## src/rtl/mips_pkg.sv

```systemverilog
// mips_pkg: shared states and constants for the MIPS unified-memory arbiter.
package mips_pkg;

    typedef enum logic [1:0] {
        IDLE     = 2'd0,
        GRANT_DM = 2'd1,
        GRANT_IF = 2'd2,
        RESP     = 2'd3
    } mem_arb_state_t;

    localparam logic        GRANT_IF_ID = 1'b0;
    localparam logic        GRANT_DM_ID = 1'b1;
    localparam logic [31:0] ERR_RDATA   = 32'hDEAD_BEEF;

endpackage

```

## src/rtl/mem_arb_watchdog.sv

```systemverilog
// mem_arb_watchdog: counts stalled grant cycles and pulses expire on the last allowed one.
module mem_arb_watchdog #(
    parameter int TIMEOUT_CYCLES = 256
) (
    input  logic clk,
    input  logic reset,
    input  logic clr,
    input  logic en,
    output logic expire
);

    localparam int CW = $clog2(TIMEOUT_CYCLES + 1);

    logic [CW-1:0] cnt;

    always_ff @(posedge clk or negedge reset) begin
        if (!reset) begin
            cnt <= '0;
        end else if (clr) begin
            cnt <= '0;
        end else if (en) begin
            cnt <= cnt + 1'b1;
        end
    end

    // Firing on the final stalled cycle lets the FSM leave GRANT exactly TIMEOUT_CYCLES cycles in.
    assign expire = en & (cnt == CW'(TIMEOUT_CYCLES - 1));

endmodule

```

## src/rtl/mips_mem_arbiter.sv

```systemverilog
// mips_mem_arbiter: shares one single-ported memory between fetch and load/store, data first but fair.
// Optional grant watchdog enabled by defining MEM_ARB_TIMEOUT_EN.
module mips_mem_arbiter
    import mips_pkg::*;
#(
    parameter int ADDR_W         = 32,
    parameter int DATA_W         = 32,
    parameter int TIMEOUT_CYCLES = 256
) (
    input  logic              clk,
    input  logic              reset,
    input  logic              if_req,
    input  logic [ADDR_W-1:0] if_addr,
    output logic [DATA_W-1:0] if_rdata,
    output logic              if_ack,
    input  logic              dm_req,
    input  logic              dm_we,
    input  logic [ADDR_W-1:0] dm_addr,
    input  logic [DATA_W-1:0] dm_wdata,
    output logic [DATA_W-1:0] dm_rdata,
    output logic              dm_ack,
    output logic              mem_req,
    output logic              mem_we,
    output logic [ADDR_W-1:0] mem_addr,
    output logic [DATA_W-1:0] mem_wdata,
    input  logic [DATA_W-1:0] mem_rdata,
    input  logic              mem_ready,
    output logic              stall,
    output logic              timeout_err
);

    mem_arb_state_t    state, state_nx;
    logic              last_grant;
    logic              pick_dm;
    logic              in_grant;
    logic              grant_start;
    logic              done;
    logic              expire;
    logic [DATA_W-1:0] rdata_q;

    assign pick_dm     = dm_req & (~if_req | (last_grant == GRANT_IF_ID));
    assign in_grant    = (state == GRANT_DM) | (state == GRANT_IF);
    assign grant_start = (state == IDLE) & (dm_req | if_req);
    assign done        = in_grant & mem_req & mem_ready;

    always_comb begin
        state_nx = state;
        case (state)
            IDLE:               state_nx = pick_dm ? GRANT_DM : (if_req ? GRANT_IF : IDLE);
            GRANT_DM, GRANT_IF: state_nx = (done | expire) ? RESP : state;
            default:            state_nx = IDLE;
        endcase
    end

    always_ff @(posedge clk or negedge reset) begin
        if (!reset) begin
            state      <= IDLE;
            last_grant <= GRANT_IF_ID;
            mem_req    <= 1'b0;
            mem_we     <= 1'b0;
            mem_addr   <= '0;
            mem_wdata  <= '0;
            rdata_q    <= '0;
        end else begin
            state <= state_nx;
            if (grant_start) begin
                last_grant <= pick_dm ? GRANT_DM_ID : GRANT_IF_ID;
                mem_req    <= 1'b1;
                mem_we     <= pick_dm & dm_we;
                mem_addr   <= pick_dm ? dm_addr : if_addr;
                mem_wdata  <= pick_dm ? dm_wdata : '0;
            end
            if (done | expire) begin
                mem_req <= 1'b0;
                rdata_q <= done ? mem_rdata : DATA_W'(ERR_RDATA);
            end
        end
    end

`ifdef MEM_ARB_TIMEOUT_EN
    mem_arb_watchdog #(
        .TIMEOUT_CYCLES(TIMEOUT_CYCLES)
    ) u_watchdog (
        .clk   (clk),
        .reset (reset),
        .clr   (grant_start),
        .en    (in_grant & ~mem_ready),
        .expire(expire)
    );

    always_ff @(posedge clk or negedge reset) begin
        if (!reset) begin
            timeout_err <= 1'b0;
        end else if (expire) begin
            timeout_err <= 1'b1;
        end
    end
`else
    // No watchdog: the grant waits for mem_ready forever.
    assign expire      = 1'b0 & (TIMEOUT_CYCLES > 0);
    assign timeout_err = 1'b0;
`endif

    // The ack belongs to whoever was granted last; rdata is masked outside the ack.
    assign if_ack   = (state == RESP) & (last_grant == GRANT_IF_ID);
    assign dm_ack   = (state == RESP) & (last_grant == GRANT_DM_ID);
    assign if_rdata = if_ack ? rdata_q : '0;
    assign dm_rdata = dm_ack ? rdata_q : '0;
    assign stall    = (if_req & ~if_ack) | (dm_req & ~dm_ack);

endmodule
```

## config.mk

```make
export PLATFORM = sky130hd
export DESIGN_NAME = mips_mem_arbiter
export DESIGN_NICKNAME = d
export VERILOG_FILES = /design/src/rtl/mips_pkg.sv /design/src/rtl/mem_arb_watchdog.sv /design/src/rtl/mips_mem_arbiter.sv
export SDC_FILE = /design/constraint.sdc
export NUM_CORES = 1
export LEC_CHECK = 0
export ABC_CLOCK_PERIOD_IN_PS = 2200
export CORE_MARGIN = 2
export CORE_UTILIZATION = 38
export DETAILED_ROUTE_END_ITERATION = 6
export PLACE_DENSITY = 0.81
export SLEW_MARGIN = 0
export SYNTH_ARGS = -nofsm -noshare
export SYNTH_HDL_FRONTEND = slang
export SYNTH_SLANG_ARGS = --single-unit
```

## constraint.sdc

```tcl
create_clock -name clk -period 2.2 [get_ports clk]
set_input_delay 0.33 -clock clk [delete_from_list [all_inputs] [get_ports clk]]
set_output_delay 0.33 -clock clk [all_outputs]
set_load 0.03 [all_outputs]
```

After elaboration in Yosys (flattened, before gate mapping):

Cells that the tools add are included.

* flip-flop bits (word level): 101
* word-level logic and storage cells: 42

* equal/unequal tests: 4
* mux-type cells: 11
* bitwise logic cells: 17
* reductions and logical operators: 3

Operators by type and width (count)
* 2-to-1 mux 32 bit: 4
* AND 1 bit: 9
* 2-to-1 mux 2 bit: 3
* == test 2 bit (second input constant): 2
* NOT 1 bit: 4
* bitwise OR 1 bit: 4
* case mux 2 bit (2 select lines): 1
* 2-to-1 mux 1 bit: 3
* == test 2 x 1 -> 1 bit (second input constant): 1
* logical NOT 2 bit: 1
* inequality test 2 bit (second input constant): 1
* nonzero test 2 bit: 1
* OR reduction 2 bit: 1

Logic depth before layout (Yosys ltp):

* word-level depth: 6
* mapped depth: 7
* mapped depth without buffers: 5

Least setup slack after synthesis:

No wires, ideal clock.

* path type: reg-to-output
* start point: register state[0]
* end point: output port stall
* arrival: 1.600 ns
* required time: 1.870 ns
* setup slack: 0.270 ns
* cell stages (with the launch flop): 5
* buffers on the path: 1
* cell sequence: dfrtp_1 -> ha_1 -> clkbuf_1 -> and2_1 -> a2bb2oi_1

* cells in the longest elaborated chain, start to end: 5
* elaborated cells between the ends (all ways): 8

Ends and longest elaborated chain
* start: declaration: line mips_mem_arbiter.sv:32 `mem_arb_state_t state, state_nx;`
* start signal: assignment: line mips_mem_arbiter.sv:65 `state <= state_nx;`
* == test 2 bit: line mips_mem_arbiter.sv:106 `assign dm_ack = (state == RESP) & (last_grant == GRANT_DM_ID);`
* AND 1 bit: line mips_mem_arbiter.sv:106
* named net dm_ack: line mips_mem_arbiter.sv:21 `output logic dm_ack,`
* NOT 1 bit: line mips_mem_arbiter.sv:109 `assign stall = (if_req & ~if_ack) | (dm_req & ~dm_ack);`
* AND 1 bit: line mips_mem_arbiter.sv:109
* bitwise OR 1 bit: line mips_mem_arbiter.sv:109
* end: declaration: line mips_mem_arbiter.sv:28 `output logic stall,`

The timed path passes the listed nets, and every way through them passes these cells.

Worst setup path after layout:

* start point: register state[0]
* end point: output port if_rdata[26]

* cells in the longest elaborated chain, start to end: 3

Ends and longest elaborated chain
* == test 2 bit: line mips_mem_arbiter.sv:105 `assign if_ack = (state == RESP) & (last_grant == GRANT_IF_ID);`
* AND 1 bit: line mips_mem_arbiter.sv:105
* 2-to-1 mux 32 bit: line mips_mem_arbiter.sv:107 `assign if_rdata = if_ack ? rdata_q : '0;`
* end: declaration: line mips_mem_arbiter.sv:14 `output logic [DATA_W-1:0] if_rdata,`

No other way between the ends.

==> impl_metrics.ini <==
[timing]
fin_crit_ps = 2090
hold_viol = 0
rsz0062_at_grt = no
fin_setup_tns_ps = 0
relSlewSlack_pct = 56.0
setup_viol = 0
slew_violations = 0
whs_ps = 507
skew_ps = 6.94
fin_crit_sh_pct = 95.1
max_freq_mhz = 478
tightest_slew_ps = 659

[power_and_ir_drop]
p_switching_mw = 4.42
combinationalPowerShare_pct = 52.6
total_power_mw = 10.7
p_clk_share_pct = 15.5
p_leak_nw = 3.46
power.density_mw_per_mm2 = 1430
power_report.internal_total_mw = 6.28
max-vdd-ir-drop_mv = 0.981
seq_power_share_pct = 31.9
swShare_pct = 41.3

[logic_synthesis]
synth_top_family_by_area = simple AND/OR/NAND/NOR gates
synth_edf_count = 0
yosysSeqAreaShare_pct = 56.2
synthMuxAreaShare_pct = 8.01
synth.avg_cell_area_um2 = 10.7
yosys_warnings = 0
synth_compound_area_share_pct = 15.3
synthFlopType = dfrtp_1
syn_area_mm2 = 0.00450
synthSimpleGateAreaFrac_pct = 15.6
ys_seq_elements = 101
async_reset_ff_share_pct = 100
synthCells = 419
synth-adder-area-share_pct = 0.556
synth_xor_area_share_pct = 0
ys_types = 30
syn_nets = 555

[floorplanning]
initial_core_util_pct = 39.2
io_pins = 268
die_area_mm2 = 0.0127
coreArea_mm2 = 0.0115
die_h_um = 113
num_rows = 39
die_w_um = 113

[setup_path]
worst-path-stages = 5
critPathTopFamily = simple AND/OR/NAND/NOR gates
slowest_stage = dfrtp_1
critical_path_buf_inv_count = 2
r2r_cells = 5
end_kind = output pin
crit_type = register to output pin
cpPeakStageDelay_ps = 380
crit_required_ps = 1870
cp_max_fo = 16
reg2reg_setup_slack_ps = 530
path_cells = ha_2 > nor2b_2 > buf_4 > and2_1 > buf_4
arrival_ps = 1760
startpoint_type = register
crit_top_cell = buf_4

[global_route]
grt_overflow = 0
grt_antenna_before_repair = 0
grt_start_max_net_pins = 67
track_usage_pct = 20.9
grt_pass1_wl_um = 21200
grt_pass1_vias = 4188

[hold_path]
hp-class = register to register
hold_path_depth = 1

[cts]
clock_path_buffers = 2
h-tree-depth = 3
cts_sinks = 101
cts_made_buffers = 9
worstSkewPairLatency_ps = 340
clk_pin_slew_ps = 70
cts_tree = yes
cts_root_buf = clkbuf_16

[route]
firstDrtPassIters = 4
drtIter0Drc = 256
totalWireLength_um = 13800
drcViolationCount = 0
wl_per_cell_um = 16.8
num_vias = 4181
vias_per_cell = 5.09
antenna_left = 0

[layout]
final_nets = 810
antennaDiodeCount = 0
drive_gt1_share_pct = 19.7
final_cells = 822
final_cell_mix = clkdlybuf4s50_1, dfrtp_1, buf_4, a21oi_1
multi_input_comb_area_mm2 = 0.00180
design_area_mm2 = 0.00749
area_delta_synth_final_pct = 66.6
final_common_cell = clkdlybuf4s50_1
area.sequential_mm2 = 0.00253
num-fill-cells = 870

[run_status]
outcome = finished, final reports clean

[place]
placed_area_mm2 = 0.00715
dp_hpwl_um = 10100
gp_congestion = 0.865
dp.cells = 804
io_buffers = 266

[run]
maxCapViolations = 0
-- through the flow --
stage                     setup slack, ps  util (%)
final                                 107      65.3
after global routing                 7.29      65.3
after CTS                            1.60      65.2
after detailed placement              212      62.3
after global placement                292      62.3
after floorplan                       270         -
-- sequential cells by signal (all words and copies together) (netlist names) --
signal,count
rdata_q,32
state,2
last_grant,1
mem_addr,32
mem_req,1
mem_we,1
mem_wdata,32
-- timing repair --
| action | in CTS | in global routing |
|---|---|---|
| setup buffers | 0 | 0 |
| endpoints found under the setup margin | 0 | 32 |
| resized for setup | 0 | 5 |
| endpoints found under the hold margin | 9 | 0 |
| hold buffers | 1 | 0 |
-- final timing paths --
check,from,to
setup / recovery,state[0]$_DFFE_PN0P_,if_rdata[26]
min in group asynchronous,reset,mem_addr[15]$_DFFE_PN0P_
max in group asynchronous,reset,mem_addr[29]$_DFFE_PN0P_
hold reg to reg,mem_wdata[23]$_DFFE_PN0P_,mem_wdata[23]$_DFFE_PN0P_
setup reg to reg,state[0]$_DFFE_PN0P_,rdata_q[11]$_DFFE_PN0P_
hold / removal,mem_wdata[23]$_DFFE_PN0P_,mem_wdata[23]$_DFFE_PN0P_
-- logic make-up (layout without fill, tap and decap cells) --
family	after synthesis	after routing
and+or+nand+nor	138	138
other	1	1
DFF	101	101
buffers and inverters	38	298
AOI/OAI and AO/OA	107	107
adders and majority gates	2	2
muxes	32	32
-- power by group through the flow --
stage / combinational [mW] / clock [mW] / sequential [mW]
6_report: 5.63 / 1.66 / 3.41
5_1_grt: 5.97 / 1.77 / 3.54
4_1_cts: 5.67 / 1.70 / 3.41
3_5_place_dp: 5.66 / 0 / 3.41
3_3_place_gp: 5.53 / 0 / 3.39
2_1_floorplan: 2.20 / 0 / 4.51
-- layer usage --
| metal | routed length, µm | vias up | GRT usage [%] |
|---|---|---|---|
| met5 | 0 | - | 0 |
| met1 | 5440 | 1982 | 25.3 |
| met4 | 409 | 0 | 9.43 |
| met2 | 6830 | 208 | 35.5 |
| met3 | 1090 | 30 | 5.03 |
| li1 | - | 1961 | - |
-- synth_stat cells, types with 3 or more instances --
| cell type | count | share of area (%) |
|---|---|---|
| a21oi_1 | 64 | 7.1 |
| a22o_1 | 33 | 6.4 |
| and2_1 | 34 | 4.7 |
| and3_1 | 32 | 4.5 |
| buf_2 | 13 | 1.4 |
| buf_6 | 3 | 0.75 |
| clkbuf_1 | 15 | 1.3 |
| dfrtp_1 | 101 | 56 |
| inv_1 | 3 | 0.25 |
| mux2_2 | 32 | 8.0 |
| nand2_1 | 32 | 2.7 |
| nor2_1 | 34 | 2.8 |
-- final cells by class --
| class | instances | area share [%] |
|---|---|---|
| Multi-Input combinational cell | 280 | 24.0 |
| Timing Repair Buffer | 279 | 35.5 |
| Inverter | 3 | 0.150 |
| Clock inverter | 5 | 0.885 |
| Clock buffer | 11 | 3.37 |
| Sequential cell | 101 | 33.7 |
| Tap cell | 143 | 2.39 |
Note: power is estimated with default switching activity, not from simulation.
